===== src/rtl/ninety_nine_seq.sv =====
// Ninety-Nine round sequencer: phase FSM, BCD score and countdown, prompt pick, best score.
// Every output is a register updated on hz100; reset is synchronous and active-low.
module ninety_nine_seq #(
  parameter logic [7:0]  START_SCORE = 8'h99,
  parameter int unsigned GAP_TICKS   = 20
) (
  input  logic       hz100,
  input  logic       reset,
  input  logic       key_pulse,
  input  logic [2:0] key_code,
  input  logic [2:0] rand_bits,
  output logic [1:0] phase,
  output logic [2:0] prompt,
  output logic [7:0] score,
  output logic [7:0] time_now,
  output logic [7:0] best,
  output logic       hit,
  output logic       miss,
  output logic       win
);

  typedef enum logic [1:0] {
    S_IDLE   = 2'b00,
    S_PROMPT = 2'b01,
    S_GAP    = 2'b10,
    S_OVER   = 2'b11
  } state_t;

  state_t     r_state, w_state;
  logic [2:0] r_prompt, w_prompt;
  logic [2:0] r_last, w_last;
  logic [7:0] r_score, w_score;
  logic [7:0] r_time, w_time;
  logic [7:0] r_best, w_best;
  logic [7:0] r_gap, w_gap;
  logic       r_hit, w_hit;
  logic       r_miss, w_miss;
  logic       r_win, w_win;
  logic [7:0] w_score_dec;

  // Two-digit BCD decrement that saturates at 00.
  function automatic logic [7:0] bcd_dec(input logic [7:0] v);
    if (v == 8'h00)
      return 8'h00;
    else if (v[3:0] == 4'h0)
      return {v[7:4] - 4'd1, 4'h9};
    else
      return {v[7:4], v[3:0] - 4'd1};
  endfunction

  // Valid, non-repeating candidates pass straight through; otherwise step past prev.
  function automatic logic [2:0] pick(input logic [2:0] cand, input logic [2:0] prev);
    if (cand >= 3'd1 && cand <= 3'd6 && cand != prev)
      return cand;
    else if (prev >= 3'd6 || prev == 3'd0)
      return 3'd1;
    else
      return prev + 3'd1;
  endfunction

  assign w_score_dec = bcd_dec(r_score);

  always_comb begin
    w_state  = r_state;
    w_prompt = r_prompt;
    w_last   = r_last;
    w_score  = r_score;
    w_time   = r_time;
    w_best   = r_best;
    w_gap    = r_gap;
    w_hit    = 1'b0;
    w_miss   = 1'b0;
    w_win    = r_win;
    case (r_state)
      S_IDLE: begin
        if (key_pulse && key_code == 3'd1) begin
          w_state  = S_PROMPT;
          w_time   = r_score;
          w_prompt = pick(rand_bits, 3'd0);
          w_last   = w_prompt;
        end
      end
      S_PROMPT: begin
        // Timeout outranks any key arriving on the same cycle.
        if (r_time == 8'h00) begin
          w_state  = S_OVER;
          w_miss   = 1'b1;
          w_prompt = '0;
          if (r_score < r_best) w_best = r_score;
        end else if (key_pulse && key_code == r_prompt) begin
          w_hit    = 1'b1;
          w_score  = w_score_dec;
          w_prompt = '0;
          if (w_score_dec == 8'h00) begin
            w_state = S_OVER;
            w_win   = 1'b1;
            if (w_score_dec < r_best) w_best = w_score_dec;
          end else begin
            w_state = S_GAP;
            w_gap   = 8'(GAP_TICKS - 1);
          end
        end else if (key_pulse) begin
          w_state  = S_OVER;
          w_miss   = 1'b1;
          w_prompt = '0;
          if (r_score < r_best) w_best = r_score;
        end else begin
          w_time = bcd_dec(r_time);
        end
      end
      S_GAP: begin
        if (r_gap == 8'h00) begin
          w_state  = S_PROMPT;
          w_time   = r_score;
          w_prompt = pick(rand_bits, r_last);
          w_last   = w_prompt;
        end else begin
          w_gap = r_gap - 8'd1;
        end
      end
      S_OVER: begin
        if (key_pulse && key_code == 3'd1) begin
          w_state = S_IDLE;
          w_score = START_SCORE;
          w_time  = START_SCORE;
          w_win   = 1'b0;
        end
      end
      default: w_state = S_IDLE;
    endcase
  end

  always_ff @(posedge hz100) begin
    if (!reset) begin
      r_state  <= S_IDLE;
      r_prompt <= '0;
      r_last   <= '0;
      r_score  <= START_SCORE;
      r_time   <= START_SCORE;
      r_best   <= 8'h99;
      r_gap    <= '0;
      r_hit    <= 1'b0;
      r_miss   <= 1'b0;
      r_win    <= 1'b0;
    end else begin
      r_state  <= w_state;
      r_prompt <= w_prompt;
      r_last   <= w_last;
      r_score  <= w_score;
      r_time   <= w_time;
      r_best   <= w_best;
      r_gap    <= w_gap;
      r_hit    <= w_hit;
      r_miss   <= w_miss;
      r_win    <= w_win;
    end
  end

  assign phase    = r_state;
  assign prompt   = r_prompt;
  assign score    = r_score;
  assign time_now = r_time;
  assign best     = r_best;
  assign hit      = r_hit;
  assign miss     = r_miss;
  assign win      = r_win;

endmodule


===== config.mk =====
export PLATFORM = sky130hd
export DESIGN_NAME = ninety_nine_seq
export DESIGN_NICKNAME = d
export VERILOG_FILES = /design/src/rtl/ninety_nine_seq.sv
export SDC_FILE = /design/constraint.sdc
export NUM_CORES = 1
export LEC_CHECK = 0
export CAP_MARGIN = 20
export CORE_MARGIN = 1
export CORE_UTILIZATION = 56
export CTS_BUF_LIST = sky130_fd_sc_hd__clkbuf_16
export DETAILED_ROUTE_END_ITERATION = 12
export GPL_TIMING_DRIVEN = 0
export PLACE_DENSITY = 0.92
export SKIP_LAST_GASP = 1
export SYNTH_ARGS = -nofsm -noshare
export SYNTH_HDL_FRONTEND = slang
export SYNTH_SLANG_ARGS = --single-unit
export TNS_END_PERCENT = 20

===== constraint.sdc =====
create_clock -name hz100 -period 5 [get_ports hz100]
set_input_delay 1 -clock hz100 [delete_from_list [all_inputs] [get_ports hz100]]
set_output_delay 1 -clock hz100 [all_outputs]
set_load 0.03 [all_outputs]

==> flow_metrics.env <==
export IMPL_io_pins=41
export IMPL_leakage_nw=1.55
export IMPL_die_x_um=78.1
export IMPL_place_ws_ns=1.13
export IMPL_slew_viol_final=0
export IMPL_hold_buffers=0
export IMPL_coreArea_mm2=0.00554
export IMPL_cp_slowest_cell="nor3b_4"
export IMPL_ant_nets=0
export IMPL_ir_worst_vdd_mv=0.268
export IMPL_dieArea_mm2=0.00610
export IMPL_clock_skew_ns=0.00656
export IMPL_netlist_top_cells_area="dfxtp_1, ha_1, o21ai_0"
export IMPL_fin_cells=524
export IMPL_synthTopCellsByCount="dfxtp_1, nand2_1, inv_1"
export IMPL_critPathLaunchType="flip-flop"
export IMPL_cap_viol_max_count=0
export IMPL_holdWs_ns=0.475
export IMPL_yosysTopAreaCellShare=0.265
export IMPL_syn_area_mm2=0.00324
export IMPL_place_inst=516
export IMPL_grt_overflow=0
export IMPL_setup_viol=0
export IMPL_powerDensity_mw_per_mm2=525
export IMPL_wire_per_inst_um=16.4
export IMPL_fp_dieH_um=78.1
export IMPL_drc=0
export IMPL_grt_pass1_wl_mm=14.3
export IMPL_grt_pass1_vias=3133
export IMPL_place_congestion=0.916
export IMPL_hold_viol=0
export IMPL_portBuffers=39
export IMPL_via_count=3310
export IMPL_insertion_delay_ns=0.29
export IMPL_synth_flop_cell="dfxtp_1"
export IMPL_post_cts_buffers=0
export IMPL_synth_area_leader_cell="dfxtp_1"
export IMPL_crit_arrival_ns=4.12
export IMPL_status="finished clean"
export IMPL_syn_area_per_cell_um2=8.01
export IMPL_max_clock_freq_mhz=253
export IMPL_rows=27
export IMPL_grt_setup_unrepaired="false"
export IMPL_routed_via_density=6.32
export IMPL_drive_gt1_frac=0.0686
export IMPL_yosysWarnings=0
export IMPL_drt_total_wl_mm=8.58
export IMPL_cp_cell_sequence="clkbuf_1, inv_1, ha_1, nor3b_4, nand2_1, o22ai_1, ha_1, a211oi_1, o21bai_1, a211o_1, o31a_1, a211o_1, buf_6, a221o_1"
export IMPL_syn_inst=405
export IMPL_firstDrtPassIters=4
export IMPL_finalCriticalPeriod_ns=3.95
export IMPL_cp_required_ns=5.17
export IMPL_insertedDiodeCount=0
export IMPL_grt_max_degree=15
export IMPL_cts_resized=0
export IMPL_critPathMaxStageDelay_ns=0.42
export IMPL_ys_async_sr_fraction=0
export IMPL_grt_use_total=0.293
export IMPL_fin_nets=490
export IMPL_critPathMaxFanout=10
export IMPL_crit_type="reg -> reg"
export IMPL_cp_end_kind="flip-flop"
export IMPL_tightest_slew_ns=0.792
export IMPL_drt_initial_drc_count=277
export IMPL_yosysMostFrequentCell="dfxtp_1"
export IMPL_clk_pin_slew_ns=0.06
export IMPL_clock_path_buffers=2
export IMPL_seq_area_frac_synth=0.265
export IMPL_total_power_mw=2.06
export IMPL_synth_nets=444
export IMPL_dp_hpwl_mm=6.42
export IMPL_cts_num_sinks=43
export IMPL_start_util=0.586
export IMPL_cts_root_buf="clkbuf_16"
export IMPL_synth_cell_types=69
export IMPL_antenna_found_initial=0
export IMPL_ys_ff_latch=43
export IMPL_htreeDepth=2
export IMPL_synth_edf_count=0
export IMPL_fin_ws_ns=1.05
export IMPL_setup_tns_ns=0
export IMPL_area_growth_pct=20.7
export IMPL_min_path_type="reg -> reg"
export IMPL_cts_tree="built"
export IMPL_cts_buffers=5
export IMPL_final_period_utilization=0.791
export IMPL_slew_headroom=0.466
sequential cells by signal, summed over array words and instances (netlist names):
name      flops
score         8
prompt        3
time_now      8
r_last        3
hit           1
best          8
win           1
phase         2
r_gap         8
miss          1
worst max-delay path, delay by kind of cell (launching register included):
| kind | cells | cell delay (ns) |
|---|---|---|
| buffers and inverters | 3 | 0.54 |
| adder cells (fa/ha/maj) | 2 | 0.55 |
| AO/OA/AOI/OAI | 7 | 1.88 |
| flip-flops | 1 | 0.31 |
| AND/OR/NAND/NOR | 2 | 0.56 |
path summary, 6_finish.rpt:
check        startpoint       to  slack [ns]  cells past startpoint
max            score[0]  best[0]        1.05                     14
max reg2reg    score[0]  best[0]        1.05                     14
min reg2reg     best[5]  best[5]        0.48                      2
min             best[5]  best[5]        0.48                      2
cell families after synthesis:
| logic type | Yosys count | share of synthesized area |
|---|---|---|
| flops | 43 | 0.265 |
| mux | 9 | 0.0285 |
| xor+xnor | 4 | 0.0108 |
| fa+ha+maj | 30 | 0.116 |
| compound gates | 123 | 0.268 |
| simple gates | 141 | 0.231 |
| buf+inv | 55 | 0.0802 |
per-layer routing:
| metal | GRT usage | wire [µm] | vias up |
|---|---|---|---|
| met3 | 0.0488 | 459 | 30 |
| li1 | - | - | 1586 |
| met4 | 0.144 | 259 | 0 |
| met1 | 0.363 | 3810 | 1565 |
| met2 | 0.490 | 4050 | 129 |
| met5 | 0 | 0 | - |
final cells by class:
type	count	area (µm²)
inverters	34	128
flip-flops and latches	43	861
plain buffers	21	133
fillers	438	1620
repair buffers	39	390
well taps	72	90.1
clock buffers	5	125
clock inverters	3	67.6
multi-input cells	307	2120
layout by cell type, fill, tap and decap left out, drive strengths merged, types with 5 or more instances in the layout:
cell           count
a211oi             8
o21bai             5
a31oi              5
nor3               8
or3                9
nand2b             5
or4                6
nand2             37
nand3             13
inv               34
ha                30
dfxtp             43
nand4              5
clkbuf            21
a21oi             21
clkdlybuf4s50     39
buf                5
nor2              30
mux2i              7
o21ai             34
a211o              5
and3               6
report_power, final:
group / internal (mW) / total [mW] / switching, mW
Combinational: 0.456 / 1.10 / 0.647
Clock: 0.286 / 0.422 / 0.136
Sequential: 0.435 / 0.529 / 0.0942
per-stage QoR:
| stage | utilization | cell area, µm² |
|---|---|---|
| after global placement | 0.672 | 3720 |
| after detailed placement | 0.672 | 3720 |
| after global routing | 0.707 | 3920 |
| final | 0.707 | 3920 |
| after CTS | 0.707 | 3920 |
| after floorplan | - | 3240 |
No activity file was read; power rests on OpenSTA's default activity.
